--- src/rtl/bus_sw_pkg.sv ---
// Shared definitions for the A/B bus switching controller and its input arbiter.
//   ADDR_W_DEF / DATA_W_DEF : default bus widths
//   A_MAX_ADDR              : top address of region A, decoded in the switch
//   CNT_W                   : width of the arbiter's beat and stall counters
//   arb_state_e             : arbiter FSM states
package bus_sw_pkg;

    localparam int         ADDR_W_DEF = 8;
    localparam int         DATA_W_DEF = 16;
    localparam logic [7:0] A_MAX_ADDR = 8'h3F;
    localparam int         CNT_W      = 8;

    typedef enum logic {
        IDLE  = 1'b0,
        GRANT = 1'b1
    } arb_state_e;

endpackage

--- src/rtl/bus_switch_arbiter_rr_pick.sv ---
// rr_pick: combinational round-robin selector.
//   req_i   : request vector
//   ptr_i   : index with highest priority this round
//   found_o : at least one request is set
//   idx_o   : first set request at or after ptr_i, wrapping modulo N
module rr_pick #(
    parameter int N     = 4,
    parameter int IDX_W = $clog2(N)
) (
    input  logic [N-1:0]     req_i,
    input  logic [IDX_W-1:0] ptr_i,
    output logic             found_o,
    output logic [IDX_W-1:0] idx_o
);

    int j;

    // Rotate, priority-encode and un-rotate folded into one scan: walking the
    // rotated offsets from the far end down to 0 leaves the closest hit last.
    always_comb begin
        found_o = 1'b0;
        idx_o   = '0;
        j       = 0;
        for (int k = N - 1; k >= 0; k--) begin
            j = int'(ptr_i) + k;
            if (j >= N) begin
                j = j - N;
            end
            if (req_i[j]) begin
                found_o = 1'b1;
                idx_o   = IDX_W'(j);
            end
        end
    end

endmodule

--- src/rtl/bus_switch_arbiter.sv ---
// bus_switch_arbiter: round-robin arbiter feeding the single vld/addr/data
// input of the A/B bus switch. One requester owns the bus per grant; its beats
// are forwarded one cycle after the handshake.
//   clk, rstn          : clock, asynchronous active-low reset
//   req_vld/addr/data  : per-requester beats (packed, requester i at slice i)
//   req_last           : final beat of a burst
//   req_rdy            : accept, only ever to the current owner
//   bus_vld/addr/data  : registered beat towards the switch
//   gnt_id             : current or most recent owner
//   busy               : a grant is in progress
module bus_switch_arbiter
    import bus_sw_pkg::*;
#(
    parameter  int NUM_REQ   = 4,
    parameter  int ADDR_W    = ADDR_W_DEF,
    parameter  int DATA_W    = DATA_W_DEF,
    parameter  int MAX_BURST = 8,
    parameter  int STALL_TO  = 4,
    localparam int IDX_W     = $clog2(NUM_REQ)
) (
    input  logic                      clk,
    input  logic                      rstn,
    input  logic [NUM_REQ-1:0]        req_vld,
    input  logic [NUM_REQ*ADDR_W-1:0] req_addr,
    input  logic [NUM_REQ*DATA_W-1:0] req_data,
    input  logic [NUM_REQ-1:0]        req_last,
    output logic [NUM_REQ-1:0]        req_rdy,
    output logic                      bus_vld,
    output logic [ADDR_W-1:0]         bus_addr,
    output logic [DATA_W-1:0]         bus_data,
    output logic [IDX_W-1:0]          gnt_id,
    output logic                      busy
);

    localparam logic [CNT_W-1:0] BEAT_LAST  = CNT_W'(MAX_BURST - 1);
    localparam logic [CNT_W-1:0] STALL_LAST = CNT_W'(STALL_TO - 1);
    localparam logic [IDX_W-1:0] IDX_TOP    = IDX_W'(NUM_REQ - 1);

    arb_state_e        state_q, state_d;
    logic [IDX_W-1:0]  ptr_q, ptr_d;
    logic [IDX_W-1:0]  gnt_q, gnt_d;
    logic [CNT_W-1:0]  beat_q, beat_d;
    logic [CNT_W-1:0]  stall_q, stall_d;
    logic              bus_vld_q, bus_vld_d;
    logic [ADDR_W-1:0] bus_addr_q, bus_addr_d;
    logic [DATA_W-1:0] bus_data_q, bus_data_d;

    logic              found;
    logic [IDX_W-1:0]  winner;
    logic              hs;
    logic              release_now;

    rr_pick #(
        .N     (NUM_REQ),
        .IDX_W (IDX_W)
    ) u_pick (
        .req_i   (req_vld),
        .ptr_i   (ptr_q),
        .found_o (found),
        .idx_o   (winner)
    );

    always_ff @(posedge clk or negedge rstn) begin
        if (!rstn) begin
            state_q    <= IDLE;
            ptr_q      <= '0;
            gnt_q      <= '0;
            beat_q     <= '0;
            stall_q    <= '0;
            bus_vld_q  <= 1'b0;
            bus_addr_q <= '0;
            bus_data_q <= '0;
        end else begin
            state_q    <= state_d;
            ptr_q      <= ptr_d;
            gnt_q      <= gnt_d;
            beat_q     <= beat_d;
            stall_q    <= stall_d;
            bus_vld_q  <= bus_vld_d;
            bus_addr_q <= bus_addr_d;
            bus_data_q <= bus_data_d;
        end
    end

    always_comb begin
        state_d     = state_q;
        ptr_d       = ptr_q;
        gnt_d       = gnt_q;
        beat_d      = beat_q;
        stall_d     = stall_q;
        // Bus outputs are zeroed on any cycle without a handshake, never held.
        bus_vld_d   = 1'b0;
        bus_addr_d  = '0;
        bus_data_d  = '0;
        req_rdy     = '0;
        hs          = 1'b0;
        release_now = 1'b0;

        case (state_q)
            IDLE: begin
                // No accept here: arbitration always costs one bubble cycle.
                if (found) begin
                    gnt_d   = winner;
                    state_d = GRANT;
                end
            end
            GRANT: begin
                req_rdy[gnt_q] = req_vld[gnt_q];
                hs             = req_vld[gnt_q];
                if (hs) begin
                    bus_vld_d  = 1'b1;
                    bus_addr_d = req_addr[int'(gnt_q) * ADDR_W +: ADDR_W];
                    bus_data_d = req_data[int'(gnt_q) * DATA_W +: DATA_W];
                    beat_d     = beat_q + 8'd1;
                    stall_d    = '0;
                end else begin
                    stall_d    = stall_q + 8'd1;
                end
                release_now = (hs && (req_last[gnt_q] || beat_q == BEAT_LAST))
                           || (!hs && stall_q == STALL_LAST);
                if (release_now) begin
                    state_d = IDLE;
                    ptr_d   = (gnt_q == IDX_TOP) ? '0 : gnt_q + 1'b1;
                    beat_d  = '0;
                    stall_d = '0;
                end
            end
            default: state_d = IDLE;
        endcase
    end

    assign bus_vld  = bus_vld_q;
    assign bus_addr = bus_addr_q;
    assign bus_data = bus_data_q;
    assign gnt_id   = gnt_q;
    assign busy     = (state_q == GRANT);

endmodule
--- config.mk ---
export PLATFORM = sky130hd
export DESIGN_NAME = bus_switch_arbiter
export DESIGN_NICKNAME = d
export VERILOG_FILES = /design/src/rtl/bus_sw_pkg.sv /design/src/rtl/bus_switch_arbiter_rr_pick.sv /design/src/rtl/bus_switch_arbiter.sv
export SDC_FILE = /design/constraint.sdc
export NUM_CORES = 1
export LEC_CHECK = 0
export CORE_MARGIN = 2
export CORE_UTILIZATION = 36
export CTS_CLUSTER_SIZE = 28
export DETAILED_ROUTE_END_ITERATION = 8
export HOLD_SLACK_MARGIN = 0.05
export PLACE_DENSITY = 0.77
export SLEW_MARGIN = 20
export SYNTH_ARGS = -nofsm -noshare
export SYNTH_HDL_FRONTEND = slang
export SYNTH_SLANG_ARGS = --single-unit
--- constraint.sdc ---
create_clock -name clk -period 2.08 [get_ports clk]
set_clock_uncertainty 0.2 [all_clocks]
set_input_delay 0.416 -clock clk [delete_from_list [all_inputs] [get_ports clk]]
set_output_delay 0.416 -clock clk [all_outputs]
set_load 0.02 [all_outputs]
### Word level (Yosys, flattened, before mapping)

Index checks and enable logic that the tools add are counted.

* memory bits (read-only): 0
* output and inout port bits: 32
* RAM bits: 0
* bits of input ports: 106
* memories: 0
* bits in registers: 46
* latch bits: 0

* magnitude comparators: 10
* bitwise gates (word level): 2
* div/mod/pow operators: 0
* shifts and indexed selects: 2
* equality and inequality tests: 3
* multiply operators: 0
* multiplexer cells: 45
* add/subtract/negate cells: 10
* reductions and logical operators: 10

Operators with widths (number)
* 32-bit by 4-bit less-than comparator with 1-bit output, second input constant: 4
* 32-bit 2-to-1 mux: 4
* 32-bit by 4-bit greater-or-equal comparator with 1-bit output, second input constant: 3
* 32-bit by 4-bit subtractor with 32-bit output, second input constant: 3
* 64-bit by 7-bit variable part select with 16-bit output: 1
* 8-bit 2-to-1 mux: 6
* 16-bit 2-to-1 mux: 2
* 32-bit by 6-bit variable part select with 8-bit output: 1
* 1-bit 2-to-1 mux: 19
* 8-bit by 1-bit adder with 8-bit output, second input constant: 2
* 1-bit binary-select mux with 2-bit select: 6
* 2-bit 2-to-1 mux: 5
* 8-bit by 2-bit == test with 1-bit output, second input constant: 1
* 8-bit by 3-bit == test with 1-bit output, second input constant: 1
* 2-bit by 2-bit adder with 3-bit output, second input constant: 2
* 2-bit AND reduction: 3
* 4-bit bitwise AND: 1
* 4-bit 2-to-1 mux: 1
* 2-bit by 3-bit subtractor with 4-bit output, second input constant: 1
* 2-bit by 1-bit adder with 3-bit output, second input constant: 1
* 2-bit by 3-bit greater-or-equal comparator with 1-bit output, second input constant: 1
* 1-bit logical AND: 3
* 2-bit by 3-bit less-than comparator with 1-bit output, second input constant: 1
* 2-bit by 1-bit adder with 2-bit output, second input constant: 1
* 8 further kinds: 9

### Logic depth before layout (Yosys ltp)

Gate-level depths: netlist (run 1).

* depth in word-level cells: 12
* gate-level depth with buffers: 6

### Hierarchy

A second synthesis (run 1) with hierarchy kept.

* cells, all modules: 221
* area, all modules: 2703.8 um2

Modules (own cells, without submodules)
* bus_switch_arbiter: instances 1, cells each 208, area an instance 2626.3 um2
* rr_pick: instances 1, cells each 13, area an instance 77.6 um2

### Least setup slack after synthesis (run 1)

No wires, ideal clock.

* path type: reg-to-output
* from: reg gnt_q[0], in the netlist gnt_id[0]
* to: out req_rdy[1]
* setup slack: -0.261 ns
* required time: 1.464 ns
* arrival time: 1.725 ns
* cell stages (with the launch flop): 5
* cells stage by stage: dfrtp_1 > mux4_1 > buf_2 > clkbuf_1 > and3_1

* cells in the longest elaborated chain, start to end: 6

RTL lines
* start: declaration: RTL line bus_switch_arbiter.sv:41 `logic [IDX_W-1:0] gnt_q, gnt_d;`
* start signal: assignment: RTL line bus_switch_arbiter.sv:76 `gnt_q <= gnt_d;`
* 2-bit by 3-bit less-than comparator with 1-bit output (implied by the code) or 2-bit by 1-bit greater-or-equal comparator with 1-bit output (tied branches): RTL line bus_switch_arbiter.sv:108 `req_rdy[gnt_q] = req_vld[gnt_q];`
* 1-bit logical AND (implied by the code): RTL line bus_switch_arbiter.sv:108
* 1-bit 2-to-1 mux (implied by the code): RTL line bus_switch_arbiter.sv:108
* 1-bit demux with 2-bit select: RTL line bus_switch_arbiter.sv:108
* 4-bit bitwise AND (no line) (*)
* 4-bit 2-to-1 mux (*): RTL line bus_switch_arbiter.sv:99 `case (state_q)`
* end: declaration: RTL line bus_switch_arbiter.sv:27 `output logic [NUM_REQ-1:0] req_rdy,`

Mark *: on every way between the ends. The rest lies on a longest branch, timed or not. The select of a mux whose other input is x is not followed.

### Worst setup path after layout (run 1)

* from: reg gnt_q[0], in the netlist gnt_id[0]
* to: out req_rdy[2]

Same word-level chain as after synthesis.

==> reports/qor.txt, run 1 <==
R2R cell count -> 4
Hold Crit Class -> flip-flop to flip-flop
filler cell count -> 592
die width -> 90.34 microns
Rows -> 31
crit path buf inv count -> 1
wire length per cell -> 16.96 microns
share of layout cells above drive strength 1 -> 20.32%
Syn. warnings -> 0
Worst Hold Depth -> 1
RSZ-0062 raised after global routing -> yes
count leader, synth -> dfrtp_1
status -> complete, but fails checks
startpoint type of the worst setup path -> flip-flop
list of most frequent post-synthesis cells -> dfrtp_1 (46), and3_1 (31), mux4_2 (21)
CTS Buf Count -> 5
Crit Reg-Reg Startpoint -> gnt_id[0]
routed vias -> 2523
initial antenna violation count -> 0
initial DRC count -> 111
Post-synth EDFFs -> 0
drt via density -> 5.334
Top FF cell, synth -> dfrtp_1
PwrDens -> 1123 nW/um^2
Hold Path Origin -> stall_q[1]
crit path cell chain -> mux4_2 -> and3_4 -> buf_6
fin. max-slew vios -> 0
Synth Net Count -> 331
largest net degree at the start of global routing -> 47
DPL Wire Length -> 6258 microns
vias in the first global route -> 2797
GPL Wtd Cong -> 0.8634
core box area -> 7253 sq um
Min Hold Slack -> 0.3284 ns
number of synthesized register bits -> 46
Design Area, Final -> 4447 sq um
I/O pins -> 138
period utilization -> 106.4%
top cell family by delay on the critical path -> multiplexers
Worst Slack Setup Final -> -0.1328 ns
Fmax -> 451.9 MHz
Hold EP -> stall_q[1]
asr flop ratio synth -> 100.0%
relative slew slack -> 76.70%
die area -> 8161 sq um
Skew-Pair Late Insertion Delay -> 0.30 ns
Setup TNS -> -0.6311 ns
Crit. End Element -> output pin
Initial Util -> 37.00%
Clock Tree Buf Depth -> 2
Req. time, crit path -> 1.46 ns
final setup fails -> 6
antenna-violating nets left -> 0
Syn Std Cell Area -> 2684 sq um
Port Buffers -> 137
dominant cells by area after synthesis -> dfrtp_1 (43%), mux4_2 (18%), and3_1 (7.2%)
minimum clock period -> 2.213 ns
Max H-tree Level -> 2
DIE HEIGHT -> 90.34 microns
Worst path max stage delay -> 0.57 ns
final WL -> 8020 microns
Final #Nets -> 485
peak supply drop -> 1052 uV
first-pass GRT wire length -> 13460 microns
Unique masters post-synth -> 41
share of the synthesized area in the top cell type -> 42.89%
CTS tree -> yes
Post-DP Area -> 4320 sq um
static leakage -> 1.908 nW
drt drc -> 0
# diodes -> 0
GRT Util Overall -> 20.57%
Design Power -> 4.994 mW
Layout area overhead -> 65.69%
r2r endpoint -> ptr_q[0]
Avg Inst Size Synth -> 12.25 sq um
clk slew on worst S/H paths -> 0.08 ns
R2R Setup Slk -> -0.06 ns
Tightest Pin Transition -> 0.3446 ns
crit path max-delay cell type -> mux4_2
failing checks -> setup timing
Synth area leader -> dfrtp_1
CTS Sinks -> 46
Post-Syn Instances -> 219
max cap viols -> 0
final hold violation count -> 0
final core utilization -> 61.31%
post-synthesis sequential area ratio -> 42.89%
CP max FO -> 5
Pre-antenna DRT Iters -> 4
root buffer cell -> clkbuf_8
CP Class -> flip-flop to output pin
Arrival @ worst endpoint -> 1.60 ns
remaining global-route overflow -> 0
[logic make-up (layout without fill, tap and decap cells)]
| group | after synthesis | in the layout | synth area share, % |
|---|---|---|---|
| muxes | 31 | 31 | 24.80 |
| AOI/OAI and AO/OA | 25 | 25 | 6.854 |
| and+or+nand+nor | 83 | 83 | 17.06 |
| xor gates and xnor gates | 5 | 5 | 1.632 |
| buffers and inverters | 23 | 178 | 3.963 |
| DFF | 46 | 46 | 42.89 |
| adders and majority gates | 6 | 6 | 2.797 |
[cells in the final DEF (no fill, tap or decap), types with 2 or more instances in the layout]
cell / n
nand4_1: 7
inv_1: 6
o21ai_0: 4
o2111ai_1: 2
dlygate4sd2_1: 7
buf_4: 20
nor3_1: 2
o41ai_1: 2
nand2_1: 6
clkdlybuf4s50_1: 125
buf_6: 7
buf_12: 2
a31oi_1: 4
mux4_2: 22
dfrtp_2: 3
clkbuf_8: 6
dfrtp_1: 43
xnor2_1: 2
ha_1: 6
mux2_4: 2
nor4_1: 2
and3_1: 27
xor2_1: 3
and3_4: 4
mux2i_1: 2
nor2_1: 12
nand3_1: 16
mux4_1: 4
a21oi_1: 3
nand2_2: 2
[layout make-up]
type	instances	area (sq um)	share of cell area, %
Sequential cell	46	1155	25.97
Multi-Input combinational cell	150	1454	32.70
Timing Repair Buffer	163	1597	35.90
Tap cell	99	123.9	2.786
Clock buffer	7	86.33	1.941
Clock inverter	1	5.005	0.1125
Inverter	7	26.28	0.5909
[worst reg2reg max path: cells and delay by family, from the launching register on]
family | cells | cell delay (ns)
flip-flops | 1 | 0.40
multiplexers | 2 | 0.90
buffers and inverters | 1 | 0.22
AO/OA/AOI/OAI | 1 | 0.31
[repair_timing]
item | CTS | global route
hold buffers | 1 | 0
hold endpoints to repair | 46 | 0
endpoints found under the setup margin | 26 | 11
resized for setup | 42 | 2
buffers inserted | 1 | 0
pin swaps | 5 | 3
[sequential cells by signal, indices dropped and copies added, names as in the netlist]
signal	count
stall_q	8
gnt_id	2
bus_vld	1
ptr_q	2
busy	1
bus_addr	8
bus_data	16
beat_q	8
[worst max-delay path by stage]
stage | depth (start not counted) | startpoint | slack [ns] | to
floorplan | 4 | gnt_id[0] | -0.01 | req_rdy[1]
global placement | 4 | req_vld[0] | -0.69 | req_rdy[3]
detailed placement | 4 | req_vld[0] | -0.71 | req_rdy[3]
CTS | 3 | gnt_id[0] | -0.14 | req_rdy[1]
global route | 3 | gnt_id[0] | -0.19 | req_rdy[2]
finish | 3 | gnt_id[0] | -0.13 | req_rdy[2]
[metrics by stage]
step	setup slack [ns]	std cells
finish	-0.1328	473
global route	-0.1853	473
CTS	-0.1376	474
detailed placement	-0.7095	464
global placement	-0.6923	464
floorplan	-0.01003	219
[power by group]
| group | switching [mW] | internal, mW | total, mW |
|---|---|---|---|
| Combinational | 1.43 | 1.60 | 3.03 |
| Sequential | 0.189 | 1.21 | 1.40 |
| Clock | 0.298 | 0.268 | 0.566 |
| Total | 1.91 | 3.08 | 4.99 |
[routing by layer]
metal | vias to the layer above | GRT usage, % | wire (microns)
li1 | 1155 | - | -
met1 | 1244 | 24.01 | 3161
met2 | 107 | 37.91 | 4176
met3 | 17 | 3.923 | 476
met4 | 0 | 6.667 | 206
met5 | - | 0 | 0
Note: power is estimated with default switching activity, not from simulation.
==> run 2: changes to the inputs <==
--- a/config.mk
+++ b/config.mk
@@ -5,6 +5,7 @@
 export SDC_FILE = /design/constraint.sdc
 export NUM_CORES = 1
 export LEC_CHECK = 0
+export CORE_ASPECT_RATIO = 1.25
 export CORE_MARGIN = 2
 export CORE_UTILIZATION = 36
 export CTS_CLUSTER_SIZE = 28
==> reports/qor.txt, run 2 (synthesis results as in run 1) <==
status -> complete, but fails checks
failing checks -> setup timing
Arrival @ worst endpoint -> 1.58 ns (-0.02 ns)
max cap viols -> 0 (unchanged)
commonest cells after routing, fill and taps aside -> clkdlybuf4s50_1 (125), dfrtp_1 (45), and3_1 (27), buf_4 (26), mux4_2 (22)
die area -> 8166 sq um (about the same)
routed vias -> 2522 (-0.040%)
initial antenna violation count -> 1 (+1)
Max H-tree Level -> 2 (unchanged)
GRT Util Overall -> 20.55% (about the same)
share of layout cells above drive strength 1 -> 22.37% (+2.0 points)
drt drc -> 0 (unchanged)
Non-Filler Instances -> 472 (-0.21%)
final hold violation count -> 0 (unchanged)
Worst Hold Depth -> 1 (unchanged)
I/O pins -> 138 (unchanged)
final WL -> 8295 microns (+3.4%)
relative slew slack -> 65.47% (-11 points)
static leakage -> 1.961 nW (+2.8%)
Crit. End Element -> output pin
combinational power share -> 60.9% (+0.2 points)
RSZ-0062 raised after global routing -> yes
clk slew on worst S/H paths -> 0.09 ns (about the same)
Inst Count DP -> 457 (-1.5%)
Req. time, crit path -> 1.46 ns (about the same)
final setup fails -> 16 (+10)
CTS Sinks -> 46 (unchanged)
first-pass GRT wire length -> 12730 microns (-5.4%)
fin. max-slew vios -> 0 (unchanged)
Fmax -> 455.1 MHz (+0.69%)
CTS tree -> yes
met1 usage -> 24.09% (+0.078 points)
CP Class -> flip-flop to output pin
initial DRC count -> 202 (+82%)
Skew-Pair Late Insertion Delay -> 0.30 ns (about the same)
GPL Wtd Cong -> 0.8656 (+0.25%)
R2R cell count -> 8 (+4)
Switching Share -> 37.28% (-1.0 points)
PwrDens -> 1153 nW/um^2 (+2.7%)
max reg flops -> 16 (unchanged)
vias in the first global route -> 2498 (-11%)
remaining global-route overflow -> 0 (unchanged)
minimum clock period -> 2.198 ns (-0.01526 ns)
final core utilization -> 62.38% (+1.1 points)
Final #Nets -> 491 (+1.2%)
drt via density -> 5.343 (+0.17%)
Design Area, Final -> 4562 sq um (+2.6%)
Clock Tree Buf Depth -> 2 (unchanged)
CP max FO -> 6 (+1)
Initial Util -> 36.70% (-0.30 points)
root buffer cell -> clkbuf_8
period utilization -> 105.7% (-0.73 points)
CTS Buf Count -> 5 (unchanged)
peak supply drop -> 1047 uV (-0.52%)
largest net degree at the start of global routing -> 41 (-13%)
Layout area overhead -> 69.98%
Pre-antenna DRT Iters -> 4 (unchanged)
switching power of the nets -> 1.962 mW (+2.5%)
core box area -> 7313 sq um (+0.83%)
Tightest Pin Transition -> 0.5180 ns (+0.1734 ns)
Rows -> 35 (+13%)
global-route track usage on met3 -> 4.122% (+0.20 points)
# diodes -> 0 (unchanged)
clock share of power -> 12.7% (+1.4 points)
antenna-violating nets left -> 0 (unchanged)
Port Buffers -> 137 (unchanged)
startpoint type of the worst setup path -> flip-flop
Post-DP Area -> 4312 sq um (-0.20%)
Sequential Power Share -> 26.4% (-1.6 points)
Setup TNS -> -0.9074 ns (-0.2763 ns)
Hold Crit Class -> flip-flop to flip-flop
wire length per cell -> 17.57 microns (+3.6%)
Internal -> 3.300 mW (+7.1%)
Worst Slack Setup Final -> -0.1176 ns (+0.01526 ns)
M2 GR Usage -> 37.00% (-0.91 points)
die width -> 81.23 microns (-10%)
GR peak layer -> met2
most common cell after layout, fill and taps aside -> clkdlybuf4s50_1
DIE HEIGHT -> 100.5 microns (+11%)
DPL Wire Length -> 6345 microns (+1.4%)
==> run 2: cell types whose count changed in the layout (fill, tap and decap cells not counted), sizes merged <==
cell | previous run | this run
clkbuf | 7 | 6
buf | 30 | 35
bufinv | 0 | 1
clkinvlp | 0 | 1
==> run 2: stage by stage <==
step	worst slack (ns)	total power, mW	hold WS (ns)
after CTS	-0.1248	5.065	0.3296
after detailed placement	-0.6379	4.380	0.2219
after global routing	-0.1569	5.567	0.3473
after global placement	-0.6241	4.327	0.2209
final	-0.1176	5.262	0.3293
after floorplan	-0.01003	3.168	-0.07959
==> run 2: area by class of cell <==
class,count,area (sq um)
multi-input cells,150,1488
clock inverters,3,43.79
flip-flops and latches,46,1152
fillers,558,2751
well taps,92,115.1
clock buffers,5,68.82
inverters,7,30.03
repair buffers,169,1664
==> run 2: worst paths after layout <==
| kind | endpoint | start | slack (ns) |
|---|---|---|---|
| min in group asynchronous | bus_addr[4] | rstn | 0.42 |
| max | req_rdy[1] | gnt_id[0] | -0.12 |
| max reg2reg | beat_q[6] | gnt_id[0] | -0.08 |
| max in group asynchronous | gnt_id[0] | rstn | 0.74 |
| min reg2reg | stall_q[1] | stall_q[1] | 0.33 |
| min | stall_q[1] | stall_q[1] | 0.33 |
==> run 2: critical path, stage by stage (launching register included) <==
cell	delay, ns
dfrtp_2	0.39
mux4_2	0.57
and3_4	0.20
buf_6	0.12
==> run 2: power groups by stage <==
stage | clock network (mW) | registers (mW) | logic (mW)
2_1_floorplan | 0 | 1.69 | 1.48
3_3_place_gp | 0 | 1.39 | 2.94
3_5_place_dp | 0 | 1.40 | 2.98
4_1_cts | 0.682 | 1.39 | 3.00
5_1_grt | 0.716 | 1.42 | 3.43
6_report | 0.670 | 1.39 | 3.20
==> run 2: what timing repair did <==
action,in CTS,in global routing
setup endpoints to repair,24,21
setup buffers,0,5
endpoints found under the hold margin,21,0
pin swaps,4,4
cloned,0,1
gates resized for setup,33,12
hold buffers,1,0
==> run 2: routing by layer <==
metal | up-vias | routed length, microns
li1 | 1168 | -
met1 | 1249 | 3283
met4 | 0 | 190
met3 | 11 | 458
met5 | - | 0
met2 | 94 | 4362
